## src/rtl/lock_entry_controller.sv

```systemverilog
// Combination-lock sequencer: collects keypad digits, checks them against a stored code,
// drives the actuator, counts failures with timed lockout, and allows reprogramming while open.
module lock_entry_controller #(
    parameter int                          DIGITS         = 4,
    parameter int                          DIGIT_W        = 4,
    parameter logic [DIGITS*DIGIT_W-1:0]   DEFAULT_CODE   = 16'h1234,
    parameter int                          MAX_TRIES      = 3,
    parameter int                          OPEN_CYCLES    = 50_000_000,
    parameter int                          LOCKOUT_CYCLES = 500_000_000,
    parameter int                          TIMEOUT_CYCLES = 250_000_000
) (
    input  logic               clk,
    input  logic               reset,
    input  logic               key_valid,
    input  logic [DIGIT_W-1:0] key_digit,
    input  logic               key_enter,
    input  logic               key_clear,
    input  logic               prog_req,
    output logic               unlock,
    output logic               alarm,
    output logic               busy,
    output logic [2:0]         fail_count,
    output logic [3:0]         digit_count,
    output logic [2:0]         state_o
);

    localparam int CODE_W = DIGITS * DIGIT_W;
    localparam int T_MAX  = (OPEN_CYCLES > LOCKOUT_CYCLES) ?
                            ((OPEN_CYCLES > TIMEOUT_CYCLES) ? OPEN_CYCLES : TIMEOUT_CYCLES) :
                            ((LOCKOUT_CYCLES > TIMEOUT_CYCLES) ? LOCKOUT_CYCLES : TIMEOUT_CYCLES);
    localparam int TW     = $clog2(T_MAX + 1);

    localparam logic [TW-1:0] T_OPEN = TW'(OPEN_CYCLES - 1);
    localparam logic [TW-1:0] T_LOCK = TW'(LOCKOUT_CYCLES - 1);
    localparam logic [TW-1:0] T_IDLE = TW'(TIMEOUT_CYCLES - 1);

    typedef enum logic [2:0] {
        S_IDLE    = 3'd0,
        S_ENTRY   = 3'd1,
        S_CHECK   = 3'd2,
        S_OPEN    = 3'd3,
        S_LOCKOUT = 3'd4,
        S_PROG    = 3'd5
    } state_t;

    state_t              state, state_next;
    logic [TW-1:0]       timer;
    logic [CODE_W-1:0]   entry_buf;
    logic [CODE_W-1:0]   code;

    logic clr, ent, dig;
    logic timer_done, match, prog_commit, digit_accept, collecting;
    logic [2:0] fail_next;

    // Only the highest-priority strobe of a cycle is acted on.
    assign clr = key_clear;
    assign ent = key_enter & ~key_clear;
    assign dig = key_valid & ~key_enter & ~key_clear;

    assign timer_done  = (timer == '0);
    assign match       = (digit_count == 4'(DIGITS)) && (entry_buf == code);
    assign fail_next   = fail_count + 3'd1;
    assign prog_commit = (state == S_PROG) && prog_req && ent && (digit_count == 4'(DIGITS));
    assign collecting  = (state == S_IDLE) || (state == S_ENTRY) || (state == S_PROG);
    assign digit_accept = dig && collecting &&
                          ((state_next == S_ENTRY) || (state_next == S_PROG));

    function automatic logic [TW-1:0] reload_value(input state_t s);
        case (s)
            S_OPEN:            reload_value = T_OPEN;
            S_LOCKOUT:         reload_value = T_LOCK;
            S_ENTRY, S_PROG:   reload_value = T_IDLE;
            default:           reload_value = '0;
        endcase
    endfunction

    always_ff @(posedge clk or posedge reset) begin
        if (reset) state <= S_IDLE;
        else       state <= state_next;
    end

    always_comb begin
        state_next = state;
        case (state)
            S_IDLE: begin
                if (clr)      state_next = S_IDLE;
                else if (ent) state_next = S_CHECK;
                else if (dig) state_next = S_ENTRY;
            end
            S_ENTRY: begin
                if (clr)             state_next = S_IDLE;
                else if (ent)        state_next = S_CHECK;
                else if (dig)        state_next = S_ENTRY;
                else if (timer_done) state_next = S_IDLE;
            end
            S_CHECK: begin
                if (match)                          state_next = S_OPEN;
                else if (fail_next == 3'(MAX_TRIES)) state_next = S_LOCKOUT;
                else                                state_next = S_IDLE;
            end
            S_OPEN: begin
                if (prog_req)        state_next = S_PROG;
                else if (timer_done) state_next = S_IDLE;
            end
            S_PROG: begin
                if (!prog_req || clr || ent) state_next = S_IDLE;
                else if (dig)               state_next = S_PROG;
                else if (timer_done)        state_next = S_IDLE;
            end
            S_LOCKOUT: begin
                if (timer_done) state_next = S_IDLE;
            end
            default: state_next = S_IDLE;
        endcase
    end

    always_comb begin
        unlock  = (state == S_OPEN) || (state == S_PROG);
        alarm   = (state == S_LOCKOUT);
        busy    = (state == S_CHECK) || (state == S_LOCKOUT);
        state_o = state;
    end

    // Shared timer: reloaded on every state change and on any strobe while collecting digits.
    always_ff @(posedge clk or posedge reset) begin
        if (reset)
            timer <= '0;
        else if (state_next != state)
            timer <= reload_value(state_next);
        else if (((state == S_ENTRY) || (state == S_PROG)) && (key_valid || key_enter || key_clear))
            timer <= T_IDLE;
        else if (!timer_done)
            timer <= timer - TW'(1);
    end

    always_ff @(posedge clk or posedge reset) begin
        if (reset) begin
            entry_buf   <= '0;
            digit_count <= '0;
            code        <= DEFAULT_CODE;
            fail_count  <= '0;
        end else begin
            if (prog_commit)
                code <= entry_buf;

            // The entry survives only while collecting or being checked; a count of DIGITS+1 flags overflow.
            if (!(state_next inside {S_ENTRY, S_PROG, S_CHECK})) begin
                entry_buf   <= '0;
                digit_count <= '0;
            end else if (digit_accept && (digit_count <= 4'(DIGITS))) begin
                entry_buf   <= {entry_buf[CODE_W-DIGIT_W-1:0], key_digit};
                digit_count <= digit_count + 4'd1;
            end

            if (state == S_CHECK)
                fail_count <= match ? 3'd0 : fail_next;
            else if ((state == S_LOCKOUT) && timer_done)
                fail_count <= 3'd0;
        end
    end

endmodule

```

## config.mk

```make
export PLATFORM = sky130hd
export DESIGN_NAME = lock_entry_controller
export DESIGN_NICKNAME = d
export VERILOG_FILES = /design/src/rtl/lock_entry_controller.sv
export SDC_FILE = /design/constraint.sdc
export NUM_CORES = 1
export LEC_CHECK = 0
export BUFFER_PORTS_ARGS = -buffer_cell sky130_fd_sc_hd__buf_4
export CAP_MARGIN = 40
export CORE_AREA = 2 2 81 83
export DETAILED_ROUTE_END_ITERATION = 8
export DIE_AREA = 0 0 83 85
export PLACE_DENSITY_LB_ADDON = 0.2
export SLEW_MARGIN = 30
export SYNTH_ARGS = -nofsm -noshare
export SYNTH_HDL_FRONTEND = slang
export SYNTH_SLANG_ARGS = --single-unit
```

## constraint.sdc

```tcl
create_clock -name clk -period 7.7 [get_ports clk]
set_input_delay 0.385 -clock clk [delete_from_list [all_inputs] [get_ports clk]]
set_output_delay 0.385 -clock clk [all_outputs]
set_load 0.02 [all_outputs]
```

==> metrics.cfg <==
[routing]
wl_mm=8.040
first_pass_iters=4
route.antenna.remaining_nets=0
drc=0
via_count=2836
viasPerCell=5.860
wl_per_cell_um=16.61
drtIter0Drc=159

[synthesis]
ys_seq_area_share_pct=46.16
synth_edf_count=0
synth_area_leaders=dfrtp_1 (43%), xor2_1 (6.8%), mux2_2 (5.0%)
yosysTopAreaCell=dfrtp_1
synth_top_area_share_pct=42.76
synthArstFlopShare_pct=100.0
synth.avg_cell_area_um2=10.11
syn_inst=382
ys_ff_latch=71
synth_ff_type=dfrtp_1
mappedNetlistArea_um2=3862
syn_nets=397
synth_cell_types=54
synth_warnings=0

[timing]
finClkSkew_ns=0.01988
fin_crit_sh_pct=43.44
tns_ns=0
slew_headroom_pct=48.04
final_max_slew_viol_count=0
rsz0062_at_grt=false
hold_viol_final=0
setup_ws_ns=4.355
post-route-min-period_ns=3.345
timing.fmax_ghz=0.2990
setup_viol=0
worst_slew_pin_slew_ns=0.7597

[final_layout]
final_cell_mix=dfrtp_1 (66), nor2_1 (40), xor2_1 (30)
fin_area_um2=4317
layout-drive-gt1-share_pct=19.41
area_delta_synth_final_pct=11.76
nNetsFinal=417
antenna_cells=0
final_cells=484
final_common_cell=dfrtp_1

[cts]
cts_hold_buf=0
clk_path_buf_depth=2
htreeDepth=3
tritoncts=done
cts_buffers=9
postCtsResizedCells=0
postCtsSetupRepairBufs=0
path_clk_slew_ns=0.09
clkLatencyLatePin_ns=0.35
cts_sinks=71
cts_root_buffer=clkbuf_8

[die]
io_pins=23
row_count=29
dieHeight_um=85
die_x_um=83
start_util_pct=62.25
die-area_um2=7055
core-area_um2=6205

[setup_path]
cp_max_fo=16
critPathLaunch=timer[0]$_DFFE_PP0P_
critPathKind=reg -> reg
crit_required_ns=7.91
cp-end-kind=register
reg2reg_from=timer[0]$_DFFE_PP0P_
worstSetupStartpointType=register
arrival_ns=3.55

[placement]
placed_area_um2=4124
preCtsSetupSlack_ns=4.436
hpwlAfterDp_mm=5.685
dp_cells=468
gp_congestion=0.8153
numPortBuffers=22

[global_route]
grt_pass1_wl_mm=13.51
grt_start_max_net_pins=50
grt_pass1_vias=2749
antenna_found_initial=0
grt.total_usage_pct=24.22
gr-total-overflow=0

[power]
p_per_area_nw_per_um2=305.4
irDropWorstVdd_v=0.0001593
p_leak_nw=2.015
fin_total_pwr_mw=1.318

[run_status]
status=complete, no violations

[hold_path]
min-delay-path-class=in -> async

[run]
max-cap-violations=0

-- sequential cells by signal (all words and copies together), names as in the netlist --
register	cells
code	16
digit_count	4
entry_buf	16
fail_count	3
state_o	3
timer	29
-- Yosys cell counts, types with 3 or more instances --
master / n
buf_2: 9
and2_1: 6
clkbuf_1: 7
nor3_1: 13
a21o_1: 5
nor2b_1: 5
nor2_1: 40
a211oi_1: 4
or3_1: 3
dfrtp_1: 66
a21oi_1: 26
or2_2: 3
o21a_1: 3
nand3_1: 8
ha_1: 5
xnor2_1: 12
nand2_1: 22
o2bb2ai_1: 4
mux2_2: 17
inv_1: 10
xor2_1: 30
mux2i_1: 16
or4_1: 6
dfstp_2: 5
o21ai_0: 9
nand2b_1: 10
nor4_1: 9
-- per-layer routing --
metal	global-route usage, %	part of all wire, %
met3	3.696	4.0
met5	0	0
met2	39.66	50
met4	10.73	2.0
met1	32.30	44
-- cell families (layout without fill, tap and decap cells) --
group | after synthesis | in the layout | synth area share [%]
multiplexers | 33 | 33 | 9.103
AO/OA/AOI/OAI | 68 | 68 | 11.92
flip-flops | 71 | 71 | 46.16
buffers and inverters | 27 | 52 | 3.110
XOR/XNOR | 42 | 42 | 9.524
adder cells (fa/ha/maj) | 5 | 5 | 1.620
AND/OR/NAND/NOR | 136 | 136 | 18.56
-- power breakdown --
part / switching, mW / internal (mW) / total, mW
logic: 0.282 / 0.203 / 0.486
registers: 0.0916 / 0.457 / 0.549
clock network: 0.140 / 0.144 / 0.284
-- critical path: stages, from the launching register on --
cell       delay (ns)
dfrtp_1          0.42
inv_1            0.10
ha_1             0.21
or4b_1           0.51
nor4_4           0.32
nand3_2          0.35
o22ai_2          0.36
o211ai_1         0.27
a211oi_4         0.51
o2bb2ai_1        0.15
-- through the flow --
step / utilization (%) / hold slack, ns
finish: 69.57 / 0.07833
global route: 69.57 / 0.1032
global placement: 65.62 / 0.5106
detailed placement: 66.47 / 0.4622
CTS: 69.57 / 0.08586
floorplan: - / 0.4912
-- area by class of cell --
cell class / count / area (um^2)
multi-input cells: 284 / 1988
flip-flops and latches: 71 / 1783
well taps: 77 / 96.34
repair buffers: 26 / 219.0
inverters: 10 / 37.54
clock inverters: 4 / 27.53
clock buffers: 12 / 165.2
fillers: 486 / 1888
-- final timing paths --
path	endpoint	slack, ns	cells past startpoint
max	timer[0]$_DFFE_PP0P_	4.36	9
min	fail_count[2]$_DFFE_PP0P_	0.08	3
max reg2reg	timer[0]$_DFFE_PP0P_	4.36	9
min reg2reg	code[8]$_DFFE_PP0P_	0.53	1
max in group asynchronous	code[5]$_DFFE_PP1P_	7.02	4
min in group clk	entry_buf[2]$_DFFE_PP0P_	0.29	3
No activity file was read; power rests on OpenSTA's default activity.
